$ cat src/rtl/check_point.sv
// Pipelined point-in-triangle tester using exact integer twice-areas.
// Three register stages: signed cross sums, magnitudes and sub-area sum, compare.
module check_point #(
    parameter int CW = 11,
    parameter int AW = 2 * CW,
    parameter int SW = 2 * CW + 2
) (
    input  logic          clk,
    input  logic          rst_n,
    input  logic          in_valid,
    input  logic [CW-1:0] ax,
    input  logic [CW-1:0] ay,
    input  logic [CW-1:0] bx,
    input  logic [CW-1:0] by,
    input  logic [CW-1:0] cx,
    input  logic [CW-1:0] cy,
    input  logic [CW-1:0] px,
    input  logic [CW-1:0] py,
    output logic          check,
    output logic [AW-1:0] area2,
    output logic          out_valid
);

    // Signed width of a 3-term cross sum; every intermediate fits exactly.
    localparam int XW = SW + 1;

    function automatic logic signed [XW-1:0] widen(input logic [CW-1:0] v);
        return signed'({{(XW-CW){1'b0}}, v});
    endfunction

    function automatic logic signed [XW-1:0] cross3(
        input logic [CW-1:0] ux, input logic [CW-1:0] uy,
        input logic [CW-1:0] vx, input logic [CW-1:0] vy,
        input logic [CW-1:0] wx, input logic [CW-1:0] wy
    );
        return widen(ux) * (widen(vy) - widen(wy))
             + widen(vx) * (widen(wy) - widen(uy))
             + widen(wx) * (widen(uy) - widen(vy));
    endfunction

    // Magnitude never exceeds (2^CW-1)^2, so the low AW bits hold it exactly.
    function automatic logic [AW-1:0] mag(input logic signed [XW-1:0] s);
        logic signed [XW-1:0] n;
        n = (s < 0) ? -s : s;
        return n[AW-1:0];
    endfunction

    logic signed [XW-1:0] c_abc, c_pab, c_pbc, c_pca;
    logic signed [XW-1:0] s_abc, s_pab, s_pbc, s_pca;
    logic                 v1;

    logic [AW-1:0] m_pab, m_pbc, m_pca;
    logic [AW-1:0] t_abc;
    logic [SW-1:0] sum;
    logic          v2;

    always_comb begin
        c_abc = cross3(ax, ay, bx, by, cx, cy);
        c_pab = cross3(px, py, ax, ay, bx, by);
        c_pbc = cross3(px, py, bx, by, cx, cy);
        c_pca = cross3(px, py, cx, cy, ax, ay);
    end

    always_ff @(posedge clk or negedge rst_n) begin
        if (!rst_n) begin
            s_abc <= '0;
            s_pab <= '0;
            s_pbc <= '0;
            s_pca <= '0;
            v1    <= 1'b0;
        end else begin
            s_abc <= c_abc;
            s_pab <= c_pab;
            s_pbc <= c_pbc;
            s_pca <= c_pca;
            v1    <= in_valid;
        end
    end

    always_comb begin
        m_pab = mag(s_pab);
        m_pbc = mag(s_pbc);
        m_pca = mag(s_pca);
    end

    always_ff @(posedge clk or negedge rst_n) begin
        if (!rst_n) begin
            t_abc <= '0;
            sum   <= '0;
            v2    <= 1'b0;
        end else begin
            t_abc <= mag(s_abc);
            sum   <= {{(SW-AW){1'b0}}, m_pab}
                   + {{(SW-AW){1'b0}}, m_pbc}
                   + {{(SW-AW){1'b0}}, m_pca};
            v2    <= v1;
        end
    end

    always_ff @(posedge clk or negedge rst_n) begin
        if (!rst_n) begin
            check     <= 1'b0;
            area2     <= '0;
            out_valid <= 1'b0;
        end else begin
            check     <= (sum == {{(SW-AW){1'b0}}, t_abc}) && (t_abc != '0);
            area2     <= t_abc;
            out_valid <= v2;
        end
    end

endmodule

$ cat config.mk
export PLATFORM = sky130hd
export DESIGN_NAME = check_point
export DESIGN_NICKNAME = d
export VERILOG_FILES = /design/src/rtl/check_point.sv
export SDC_FILE = /design/constraint.sdc
export NUM_CORES = 2
export LEC_CHECK = 0
export CORE_UTILIZATION = 60
export CTS_BUF_LIST = sky130_fd_sc_hd__clkbuf_2
export DETAILED_ROUTE_END_ITERATION = 16
export PLACE_DENSITY = 0.87
export SYNTH_ARGS = -nofsm -noshare
export SYNTH_HDL_FRONTEND = slang
export SYNTH_SLANG_ARGS = --single-unit
$ cat constraint.sdc
create_clock -name clk -period 14.6 [get_ports clk]
set_input_delay 1.46 -clock clk [delete_from_list [all_inputs] [get_ports clk]]
set_output_delay 1.46 -clock clk [all_outputs]
set_load 0.05 [all_outputs]
# == Word-level counts from Yosys, hierarchy flattened ==
# Cells that the tools add are included.
# totals
inputBits,91
regBits,172
elab_cells,57
# classes
add_sub_neg,23
muxes,4
magnitude_cmp,4
multipliers,12
reduce_logical,2
eq_ne,1
# op_table
cell,count
$mul A12 B12 Y24,12
$sub A11 B11 Y12,9
$lt A25 B1 Y1 const B,4
$mux W22,4
$neg A22 Y22,4
$add A24 B24 Y25,3
$add A25 B24 Y25,3
$add A25 B25 Y25,2
$add A23 B22 Y24,1
$eq A24 B22 Y1,1
$add A22 B22 Y23,1
$reduce_bool A22 Y1,1
$logic_and A1 B1 Y1,1

# == Logic depth before layout (Yosys ltp) ==
# logic_depth
word_depth,4
mapped_depth,40

# == Least setup slack after synthesis ==
# OpenSTA, ideal clock, no wires.
# synth_path
kind,input to register
start,input ay[0]
end,register s_pab[21]
cell_stages,33
t_arrival_ns,9.726
setup_ns,0.131
slack_ns,4.743
path_buffers,1
required_ns,14.469
path_cell_list,inv_1 > ha_1 > inv_1 > fa_1 > a21o_1 > a21oi_1 > o21ai_0 > a21oi_1 > o21ai_0 > a2111o_1 > o311ai_0 > clkbuf_1 > nand2_1 > fa_1 > inv_1 > fa_1 > fa_1 > fa_1 > inv_1 > fa_1 > inv_1 > fa_1 > inv_1 > fa_1 > fa_1 > inv_1 > ha_1 > a21o_1 > a21oi_1 > or4b_2 > a31oi_1 > o21ai_0 > xor2_1
# synth_via
elab_chain_len,4
word_cells_on_any_way,6
# synth_lines
element,line_no,rtl
"start, declared",12,"input logic [CW-1:0] ay,"
$sub A11 B11 Y12,36,return widen(ux) * (widen(vy) - widen(wy))
$mul A12 B12 Y24,36,
$add A24 B24 Y25,37,+ widen(vx) * (widen(wy) - widen(uy))
$add A25 B24 Y25 *,38,+ widen(wx) * (widen(uy) - widen(vy));
net c_pab[21],48,"logic signed [XW-1:0] c_abc, c_pab, c_pbc, c_pca;"
"end signal, assigned",73,s_pab <= c_pab;
"end, declared",49,"logic signed [XW-1:0] s_abc, s_pab, s_pbc, s_pca;"
# The timed path passes the listed nets; every way through them passes the cells marked *.

# == Final worst setup path ==
# layout_path
start,input ay[1]
end,register s_abc[24]
# layout_via
elab_chain_len,4
word_cells_on_any_way,6
# layout_lines
element,line_no,rtl
$sub A11 B11 Y12,37,
$mul A12 B12 Y24,37,
$add A25 B25 Y25,37,
$add A25 B25 Y25 *,38,
net c_abc[24],48,
"end signal, assigned",66,s_abc <= '0;
"end signal, assigned",72,s_abc <= c_abc;
"end, declared",49,
# Marks and branches as above.

==> run summary <==
CTS root buf: clkbuf_2
Period utilization: 75.8%
Routed WL: 192,000 um
Post-cts sizing count: 0
Synth Warn #: 0
Number of vias per cell: 5.75
IO Port Bufs: 114
RSZ-0062 raised after global routing: false
CTS Hold Buffers Added: 0
Critical R2R Capture: sum[22]$_DFF_PN0_
CP startpoint kind: primary input
Most frequent cells in the layout: inv_1, fa_1, nand2_1
Sequential Area: 4100 sq um
CTS tree: built
CP max FO: 15
WL/cell: 20.9 um
Footprint of the multi-input gates: 56,400 sq um
Via count of the routed design: 52,744
# H-tree levels: 4
Max-Cap Viols: 3
Worst R2R Start: s_pab[4]$_DFF_PN0_
Die Area: 116,000 sq um
Avg Synthesized Cell Area: 8.90 sq um
CTS Buf Count: 17
Critical Path End Type: flip-flop
Die X: 341 um
Outcome: complete, but fails checks
Synth Flop Type: dfrtp_1
Routability Congestion: 0.990
Slowest stage delay, CP: 0.64 ns
Worst r2r path cells: 16
Slew HR: -2.03%
Post-synth top area cell: fa_1
Slowest cell on the critical path: clkdlybuf4s50_1
# nets final: 10,046
Worst Hold Endpoint: v2$_DFF_PN0_
Clock Skews: 0.161 ns
FMAX: 90.4 MHz
DP HPWL: 153,000 um
Final Max Tran Viols: 24
Min-delay src: v1$_DFF_PN0_
Layout cells sized above 1: 2.97%
Antenna viol nets, final: 0
Most common cell after layout, fill and taps aside: inv_1
Drt initial violations: 4,834
Pin count of the biggest net entering global routing: 96
Req. time, crit path: 15.62 ns
Netlist Area Pre-Place: 68,900 sq um
Crit path DAT: 12.08 ns
Failing checks: capacitance limit, slew limit
Most used cell, CP: fa_1
Async S/R FF share, synth: 100%
Final hold vios: 0
I/O Pins: 115
WS Path Type: in -> reg
CORE AREA: 113,000 sq um
R2R Setup Slk: 9.14 ns
Drt pass-1 iters: 6
Yosys cell types: 64
Total track usage: 34.0%
Global-route wire length before repair: 306,000 um
EDFF count, synth: 0
Worst-path clk slew: 0.48 ns
Area growth syn-to-layout: 4.57%
Synth area leaders: fa_1, ha_1, inv_1, dfrtp_1, nand2_1
Clk Latency, worst-skew pair: 1.04 ns
Slew @ Worst Pin: 1.53 ns
Setup bufs post-CTS: 0
Synth Instances: 7,739
Sink Count: 164
Fillers: 8,834
Setup TNS: 0 ns
Total global routing overflow: 0
Syn_nets: 10,134
Clock Tree Buf Depth: 2
Std-Cell Rows: 123
Initial Util: 60.9%
Worst Hold Depth: 0
Die Y: 341 um
Worst Hold Class: reg -> reg
Final setup violation count: 0
Sequential area share after synthesis: 5.96%
Vias in the first global route: 55,739
Synth top area share: 40.5%
Yosys reg bits: 164
DRC: 0
Initial antenna violation count: 7
Min Tclk post-route: 11.06 ns
==> metrics by stage <==
step	utilization, %	setup slack [ns]	cells	hold slack (ns)	area (sq um)
floorplan	-	4.74	7739	0.331	68900
global placement	63.4	2.80	9132	0.339	71700
detailed placement	63.4	2.50	9132	0.339	71700
CTS	63.7	3.70	9164	0.378	72000
global route	63.7	2.93	9167	0.387	72000
finish	63.7	3.54	9167	0.385	72000
==> worst max-delay path: cells and delay by family <==
family	cells	cell delay [ns]
AO/OA/AOI/OAI	16	4.23
XOR/XNOR	1	0.16
adder cells (fa/ha/maj)	9	4.11
buffers and inverters	6	1.33
multiplexers	1	0.10
AND/OR/NAND/NOR	3	0.66
==> per-layer routing <==
| metal | routed length (um) | track usage (%) |
|---|---|---|
| met1 | 73600 | 46.7 |
| met2 | 81300 | 50.3 |
| met3 | 24000 | 7.77 |
| met4 | 12900 | 18.3 |
| met5 | 21 | 0 |
==> area by class of cell <==
| type | count | area share [%] |
|---|---|---|
| Timing Repair Buffer | 237 | 2.86 |
| Clock inverter | 15 | 0.266 |
| Multi-Input combinational cell | 5274 | 78.2 |
| Clock buffer | 17 | 0.118 |
| Tap cell | 1500 | 2.61 |
| Inverter | 1957 | 10.2 |
| Sequential cell | 164 | 5.70 |
| Antenna cell | 3 | 0.0104 |
==> Yosys cell counts (108+ instances only) <==
cell and n:
dfrtp_1 164, and2_1 508, a21o_1 108, nand2b_1 129, clkbuf_1 343, xnor2_1 175, ha_1 909, o21ai_0 111
fa_1 1395, nor2_1 165, inv_1 1957, a21oi_1 195, xor2_1 151, nand2_1 923
==> flip-flops by register name (all words and copies together), names as in the netlist <==
signal / cells
s_abc: 23
out_valid: 1
s_pbc: 23
area2: 22
v2: 1
t_abc: 22
s_pab: 23
sum: 24
check: 1
v1: 1
s_pca: 23
==> worst max path at each step <==
stage,end,startpoint,slack [ns],depth (start not counted)
after floorplan,s_pab[21]$_DFF_PN0_,ay[0],4.74,33
after global routing,s_abc[24]$_DFF_PN0_,ay[1],2.93,36
after CTS,s_abc[24]$_DFF_PN0_,ay[1],3.70,36
final,s_abc[24]$_DFF_PN0_,ay[1],3.54,36
after detailed placement,s_abc[24]$_DFF_PN0_,ay[1],2.50,37
after global placement,s_pbc[24]$_DFF_PN0_,cy[1],2.80,31
==> cell families after synthesis <==
group                    synth area share (%)
AO/OA/AOI/OAI                            5.95
multiplexers                           0.0872
flip-flops                               5.96
XOR/XNOR                                 4.14
AND/OR/NAND/NOR                          14.3
buffers and inverters                    12.5
adder cells (fa/ha/maj)                  57.1
Power is left out: the tool's default activity adds up to more than one toggle a clock period on the data nets, which glitch-free logic cannot reach.
